===== src/rtl/i2s_rx_pkg.sv =====
// Shared audio definitions: receiver state encoding and I2S framing modes.
package i2s_rx_pkg;

  typedef enum logic [1:0] {
    SYNC  = 2'd0,
    LEFT  = 2'd1,
    RIGHT = 2'd2
  } rx_state_e;

  // MSB offset from the lrck edge, in bclk periods
  localparam int unsigned I2S_DELAY_LJ      = 0;
  localparam int unsigned I2S_DELAY_PHILIPS = 1;

endpackage


===== src/rtl/i2s_rx_if.sv =====
// Serial I2S inputs and parallel sample outputs of the receiver.
interface i2s_rx_if #(
  parameter int unsigned DATA_W = 16
);

  logic              i2s_bclk;
  logic              i2s_lrck;
  logic              i2s_din;
  logic [DATA_W-1:0] audio_l;
  logic [DATA_W-1:0] audio_r;
  logic              audio_valid;
  logic              locked;
  logic              frame_err;

  modport slave (
    input  i2s_bclk, i2s_lrck, i2s_din,
    output audio_l, audio_r, audio_valid, locked, frame_err
  );

  modport master (
    output i2s_bclk, i2s_lrck, i2s_din,
    input  audio_l, audio_r, audio_valid, locked, frame_err
  );

endinterface


===== src/rtl/i2s_rx_sync2.sv =====
// Two-flop synchronizer for a single asynchronous bit.
module i2s_rx_sync2 (
  input  logic clk,
  input  logic rst,
  input  logic d_i,
  output logic q_o
);

  logic [1:0] ff_q;

  // shift the asynchronous input through two flops
  always_ff @(posedge clk or posedge rst) begin
    if (rst) ff_q <= '0;
    else     ff_q <= {ff_q[0], d_i};
  end

  assign q_o = ff_q[1];

endmodule


===== src/rtl/i2s_rx.sv =====
// I2S / left-justified stereo receiver, oversampling bclk in the clk domain.
module i2s_rx
  import i2s_rx_pkg::*;
#(
  parameter int unsigned DATA_W  = 16,
  parameter int unsigned DELAY   = I2S_DELAY_LJ,
  parameter int unsigned TIMEOUT = 255
) (
  input logic clk,
  input logic rst,
  i2s_rx_if.slave i2s
);

  localparam int unsigned CNT_W  = $clog2(DATA_W + DELAY + 1);
  localparam int unsigned IDLE_W = $clog2(TIMEOUT + 1);
  localparam logic [CNT_W-1:0]  LO_C   = CNT_W'(DELAY);
  localparam logic [CNT_W-1:0]  FULL_C = CNT_W'(DATA_W + DELAY);
  localparam logic [CNT_W-1:0]  LAST_C = CNT_W'(DATA_W + DELAY - 1);
  localparam logic [IDLE_W-1:0] TO_C   = IDLE_W'(TIMEOUT);

  logic bclk_s, lrck_s, din_s;

  i2s_rx_sync2 u_sync_bclk (.clk(clk), .rst(rst), .d_i(i2s.i2s_bclk), .q_o(bclk_s));
  i2s_rx_sync2 u_sync_lrck (.clk(clk), .rst(rst), .d_i(i2s.i2s_lrck), .q_o(lrck_s));
  i2s_rx_sync2 u_sync_din  (.clk(clk), .rst(rst), .d_i(i2s.i2s_din),  .q_o(din_s));

  rx_state_e         state_q, state_d;
  logic              bclk_prev_q, bclk_prev_d;
  logic              lrck_prev_q, lrck_prev_d;
  logic [CNT_W-1:0]  cnt_q, cnt_d;
  logic [IDLE_W-1:0] idle_q, idle_d;
  logic [DATA_W-1:0] shreg_q, shreg_d;
  logic [DATA_W-1:0] hold_l_q, hold_l_d;
  logic [DATA_W-1:0] audio_l_q, audio_l_d;
  logic [DATA_W-1:0] audio_r_q, audio_r_d;
  logic              valid_q, valid_d;
  logic              locked_q, locked_d;
  logic              err_q, err_d;

  logic              sample;
  logic [CNT_W-1:0]  k;

  assign sample = bclk_prev_q & ~bclk_s;

  // frame state register
  always_ff @(posedge clk or posedge rst) begin
    if (rst) state_q <= SYNC;
    else     state_q <= state_d;
  end

  // next state, bit capture, sample assembly and lock tracking
  always_comb begin
    state_d     = state_q;
    bclk_prev_d = bclk_s;
    lrck_prev_d = lrck_prev_q;
    cnt_d       = cnt_q;
    idle_d      = idle_q;
    shreg_d     = shreg_q;
    hold_l_d    = hold_l_q;
    audio_l_d   = audio_l_q;
    audio_r_d   = audio_r_q;
    valid_d     = 1'b0;
    err_d       = 1'b0;
    locked_d    = locked_q;
    k           = cnt_q;

    if (sample) begin
      idle_d      = '0;
      lrck_prev_d = lrck_s;
      if (lrck_s != lrck_prev_q) begin
        k = '0;
        unique case (state_q)
          SYNC:  if (!lrck_s) state_d = LEFT;
          LEFT:  if (lrck_s) begin
                   if (cnt_q == FULL_C) begin
                     hold_l_d = shreg_q;
                     state_d  = RIGHT;
                   end else begin
                     err_d   = 1'b1;
                     state_d = SYNC;
                   end
                 end
          RIGHT: if (!lrck_s) begin
                   state_d = LEFT;
                   if (cnt_q != FULL_C) err_d = 1'b1;
                 end
          default: state_d = SYNC;
        endcase
      end

      if (k < FULL_C) cnt_d = k + 1'b1;
      else            cnt_d = k;

      // the bit at a slot start already belongs to the new slot, hence state_d
      if (state_d != SYNC && ((k > LO_C) || (k == LO_C)) && k < FULL_C) begin
        shreg_d = {shreg_q[DATA_W-2:0], din_s};
        if (state_d == RIGHT && k == LAST_C) begin
          audio_l_d = hold_l_q;
          audio_r_d = shreg_d;
          valid_d   = 1'b1;
          locked_d  = 1'b1;
        end
      end
    end else if (idle_q == TO_C) begin
      state_d  = SYNC;
      locked_d = 1'b0;
    end else begin
      idle_d = idle_q + 1'b1;
    end
  end

  // datapath and output registers
  always_ff @(posedge clk or posedge rst) begin
    if (rst) begin
      bclk_prev_q <= 1'b0;
      lrck_prev_q <= 1'b0;
      cnt_q       <= '0;
      idle_q      <= '0;
      shreg_q     <= '0;
      hold_l_q    <= '0;
      audio_l_q   <= '0;
      audio_r_q   <= '0;
      valid_q     <= 1'b0;
      locked_q    <= 1'b0;
      err_q       <= 1'b0;
    end else begin
      bclk_prev_q <= bclk_prev_d;
      lrck_prev_q <= lrck_prev_d;
      cnt_q       <= cnt_d;
      idle_q      <= idle_d;
      shreg_q     <= shreg_d;
      hold_l_q    <= hold_l_d;
      audio_l_q   <= audio_l_d;
      audio_r_q   <= audio_r_d;
      valid_q     <= valid_d;
      locked_q    <= locked_d;
      err_q       <= err_d;
    end
  end

  assign i2s.audio_l     = audio_l_q;
  assign i2s.audio_r     = audio_r_q;
  assign i2s.audio_valid = valid_q;
  assign i2s.locked      = locked_q;
  assign i2s.frame_err   = err_q;

endmodule


===== src/flat_wrapper.sv =====
// flat-port wrapper written by rule: the top's interface ports become plain ports
module i2s_rx_flat import i2s_rx_pkg::*;
#(
  parameter int unsigned DATA_W  = 16,
  parameter int unsigned DELAY   = I2S_DELAY_LJ,
  parameter int unsigned TIMEOUT = 255
)
  (clk, rst, i2s_i2s_bclk, i2s_i2s_lrck, i2s_i2s_din, i2s_audio_l, i2s_audio_r, i2s_audio_valid, i2s_locked, i2s_frame_err);
  i2s_rx_if #(.DATA_W(DATA_W)) i2s_i ();
  input logic clk;
  input logic rst;
  input wire logic [$bits(i2s_i.i2s_bclk)-1:0] i2s_i2s_bclk;
  input wire logic [$bits(i2s_i.i2s_lrck)-1:0] i2s_i2s_lrck;
  input wire logic [$bits(i2s_i.i2s_din)-1:0] i2s_i2s_din;
  output wire logic [$bits(i2s_i.audio_l)-1:0] i2s_audio_l;
  output wire logic [$bits(i2s_i.audio_r)-1:0] i2s_audio_r;
  output wire logic [$bits(i2s_i.audio_valid)-1:0] i2s_audio_valid;
  output wire logic [$bits(i2s_i.locked)-1:0] i2s_locked;
  output wire logic [$bits(i2s_i.frame_err)-1:0] i2s_frame_err;
  assign i2s_i.i2s_bclk = i2s_i2s_bclk;
  assign i2s_i.i2s_lrck = i2s_i2s_lrck;
  assign i2s_i.i2s_din = i2s_i2s_din;
  assign i2s_audio_l = i2s_i.audio_l;
  assign i2s_audio_r = i2s_i.audio_r;
  assign i2s_audio_valid = i2s_i.audio_valid;
  assign i2s_locked = i2s_i.locked;
  assign i2s_frame_err = i2s_i.frame_err;
  i2s_rx #(.DATA_W(DATA_W), .DELAY(DELAY), .TIMEOUT(TIMEOUT)) u_core (.clk(clk), .rst(rst), .i2s(i2s_i));
endmodule

===== config.mk =====
export PLATFORM = sky130hd
export DESIGN_NAME = i2s_rx_flat
export DESIGN_NICKNAME = d
export VERILOG_FILES = /design/src/rtl/i2s_rx_pkg.sv /design/src/rtl/i2s_rx_if.sv /design/src/rtl/i2s_rx_sync2.sv /design/src/rtl/i2s_rx.sv /design/src/flat_wrapper.sv
export SDC_FILE = /design/constraint.sdc
export NUM_CORES = 1
export LEC_CHECK = 0
export CAP_MARGIN = 20
export CORE_ASPECT_RATIO = 0.8
export CORE_MARGIN = 10
export CORE_UTILIZATION = 29
export CTS_CLUSTER_DIAMETER = 30
export DETAILED_ROUTE_END_ITERATION = 10
export DONT_BUFFER_PORTS = 1
export SYNTH_ARGS = -nofsm -noshare
export SYNTH_HDL_FRONTEND = slang
export SYNTH_SLANG_ARGS = --single-unit

===== constraint.sdc =====
create_clock -name clk -period 3.62 [get_ports clk]
set_input_delay 0.724 -clock clk [delete_from_list [all_inputs] [get_ports clk]]
set_output_delay 0.724 -clock clk [all_outputs]
set_load 0.02 [all_outputs]

==> results.yml <==
run_status:
  outcome: "finished, final reports clean"
global_route:
  grt_pass1_wl_microns: 10900
  grt_pass1_vias: 2062
  grt.total_usage: 0.0763
  overflow: 0
  grt_antenna_before_repair: 0
  grt_max_degree: 40
power:
  combPwrFrac: 0.103
  ir_drop_mv: 0.272
  p_int_w: 0.00178
  p_sw_w: 0.000578
  power_density_nw_per_um2: 561
  pwr-share-seq: 0.497
  power.leakage_nw: 2.12
  swShare: 0.245
  pwr-share-clk: 0.400
clock_network:
  ctsResizeCount: 0
  cts_made_buffers: 9
  cts_setup_buffers: 0
  clock_latency_ns: 0.34
  tritoncts: "built"
  htreeDepth: 3
  cts_hold_buffers: 0
  cts_max_path_buffers: 2
  clockRootBuffer: "clkbuf_16"
  cts.sinks: 90
  clkTransAtPathRegs_ns: 0.06
cells_and_area:
  n_antenna_cell: 0
  regArea_sq_um: 2250
  layout.cells.most_common_list: "90 x dfrtp_1, 51 x mux2_1, 16 x nor2_1, 13 x nand2_1, 10 x mux2_4"
  multi_input_area_sq_um: 1360
  utilization: 0.342
  final_cells: 437
  final_common_cell: "dfrtp_1"
  fill_cells: 1209
  syn2layout_area_growth_pct: 14.4
  fin_nets: 272
  drive_above_1_share: 0.165
timing:
  post-route-period-util: 0.671
  finalCriticalPeriod_ns: 2.43
  max_slew.worst_pin.slew_ns: 0.877
  drv_slew: 0
  tns_ns: 0
  rsz0062_at_grt: "no"
  finalSetupViolCount: 0
  final-hold-violation-count: 0
  clock.fmax_mhz: 412
  clock_skew_ns: 0.00502
  slew_headroom: 0.413
  worst_slack_ns: 1.19
placement:
  post-place-ws_ns: 1.19
  dpl.hpwl_microns: 4400
  port_buffers: 0
  dpl.cell_count: 421
  globalplace.congestion: 0.734
floorplan:
  coreArea_sq_um: 12300
  ioPinCount: 40
  rows: 36
  start_util: 0.299
  die_y_microns: 121
  fp.dieW_microns: 146
  die_area_sq_um: 17600
route:
  postRouteAntennaNets: 0
  drt_iter0_drc: 94
  drc: 0
  drt_wl_total_microns: 6310
  drt-wirelength-per-cell_microns: 14.4
  dr_total_vias: 1940
  detail_route.vias_per_cell: 4.44
  first_pass_iters: 4
flow_run:
  cap_violations: 0
logic_synthesis:
  synthFlopType: "dfrtp_1"
  yosysSeqAreaShare: 0.613
  syn_nets: 263
  ys_types: 40
  syn_inst: 252
  ys_seq_elements: 90
  synth_edf_count: 0
  syn-cell-area_sq_um: 3670
  yosys_warnings: 0
  synth-async-reset-ratio: 1.00
  syn_area_per_cell_sq_um: 14.6
worst_setup_path:
  crit_path_start_kind: "flip-flop"
  worstPathMaxFanout: 34
  critPathRequiredTime_ns: 3.84
  worstSetupPathType: "flip-flop to flip-flop"
  critPathCaptureType: "flip-flop"
  arrival_ns: 2.65
hold_path:
  hp-class: "input pin to async pin"
## state kept, by name, indices dropped and copies added, names as in the netlist
register and cells:
u_core.shreg_q 16, u_core.u_sync_din.ff_q 2, u_core.idle_q 8, u_core.bclk_prev_q 1, u_core.i2s.frame_err 1, u_core.i2s.audio_valid 1
u_core.hold_l_q 16, u_core.u_sync_bclk.ff_q 2, u_core.u_sync_lrck.ff_q 2, u_core.i2s.locked 1, u_core.cnt_q 5, u_core.lrck_prev_q 1
u_core.i2s.audio_l 16, u_core.state_q 2, u_core.i2s.audio_r 16
## power by group through the flow
stage | clock (W) | combinational [W] | sequential [W]
after global placement | 0 | 0.000235 | 0.00118
final | 0.000944 | 0.000242 | 0.00117
after detailed placement | 0 | 0.000245 | 0.00119
after floorplan | 0 | 0.000209 | 0.00116
after CTS | 0.000980 | 0.000247 | 0.00117
after global routing | 0.00101 | 0.000274 | 0.00118
## synth_stat cells (2+ instances only)
library cell,instances,area (sq um)
a21oi_1,3,15.0
and2_1,2,12.5
and3_1,2,12.5
buf_2,4,20.0
dfrtp_1,90,2250
ha_1,6,75.1
inv_1,5,18.8
mux2_1,51,574
mux2_2,4,45.0
mux2_4,10,150
nand2_1,13,48.8
nand3_1,5,25.0
nand3b_1,2,15.0
nand4_1,4,25.0
nor2_1,16,60.1
nor2b_1,2,12.5
nor4_1,2,12.5
o21ai_0,4,20.0
o21ai_1,2,10.0
xor2_1,5,43.8
## final timing paths
| check | from | to | slack, ns | cells past startpoint |
|---|---|---|---|---|
| setup / recovery | u_core.u_sync_lrck.ff_q[1] | u_core.i2s.audio_r[7] | 1.19 | 7 |
| hold / removal | rst | u_core.hold_l_q[0] | 0.23 | 1 |
| hold reg to reg | u_core.u_sync_lrck.ff_q[0] | u_core.u_sync_lrck.ff_q[1] | 0.35 | 0 |
| min in group clk | u_core.u_sync_lrck.ff_q[0] | u_core.u_sync_lrck.ff_q[1] | 0.35 | 0 |
| setup reg to reg | u_core.u_sync_lrck.ff_q[1] | u_core.i2s.audio_r[7] | 1.19 | 7 |
| max in group asynchronous | rst | u_core.i2s.audio_l[12] | 2.58 | 2 |
## metal layers
| metal | vias up | track usage | part of all wire | wire length [microns] |
|---|---|---|---|---|
| li1 | 906 | - | - | - |
| met5 | - | 0 | 0 | 0 |
| met2 | 39 | 0.117 | 0.47 | 2940 |
| met3 | 14 | 0.0335 | 0.057 | 357 |
| met1 | 981 | 0.0915 | 0.46 | 2900 |
| met4 | 0 | 0.0322 | 0.019 | 118 |
## per-stage QoR
stage / total power [W] / hold WS, ns / instance area (sq um)
after floorplan: 0.00137 / 0.331 / 3670
after global placement: 0.00142 / 0.335 / 3890
after detailed placement: 0.00143 / 0.336 / 3890
after CTS: 0.00240 / 0.231 / 4200
after global routing: 0.00247 / 0.254 / 4200
final: 0.00236 / 0.234 / 4200
## final cells by class
type                       instances  share of cell area
clock buffer                      11              0.0601
inverter                           5             0.00476
timing repair buffer               5             0.00893
tap                              171              0.0509
clock inverter                     5              0.0149
sequential                        90               0.536
multi-input combinational        150               0.325
## cells by family (layout without fill, tap and decap cells)
family,count (synthesis),count (layout),share of synthesized area
flip-flops,90,90,0.613
multiplexers,66,66,0.212
buffers and inverters,12,26,0.0167
AND/OR/NAND/NOR,52,52,0.0733
AO/OA/AOI/OAI,19,19,0.0453
adder cells (fa/ha/maj),6,6,0.0204
XOR/XNOR,7,7,0.0187
## critical path, stage by stage, from the launching register on
cell	delay, ns
dfrtp_1	0.49
xnor2_2	0.44
and2_1	0.25
ha_1	0.17
and3_1	0.21
nand3_2	0.07
buf_4	0.30
mux2_1	0.36
Power figures use the tool's default switching activity.
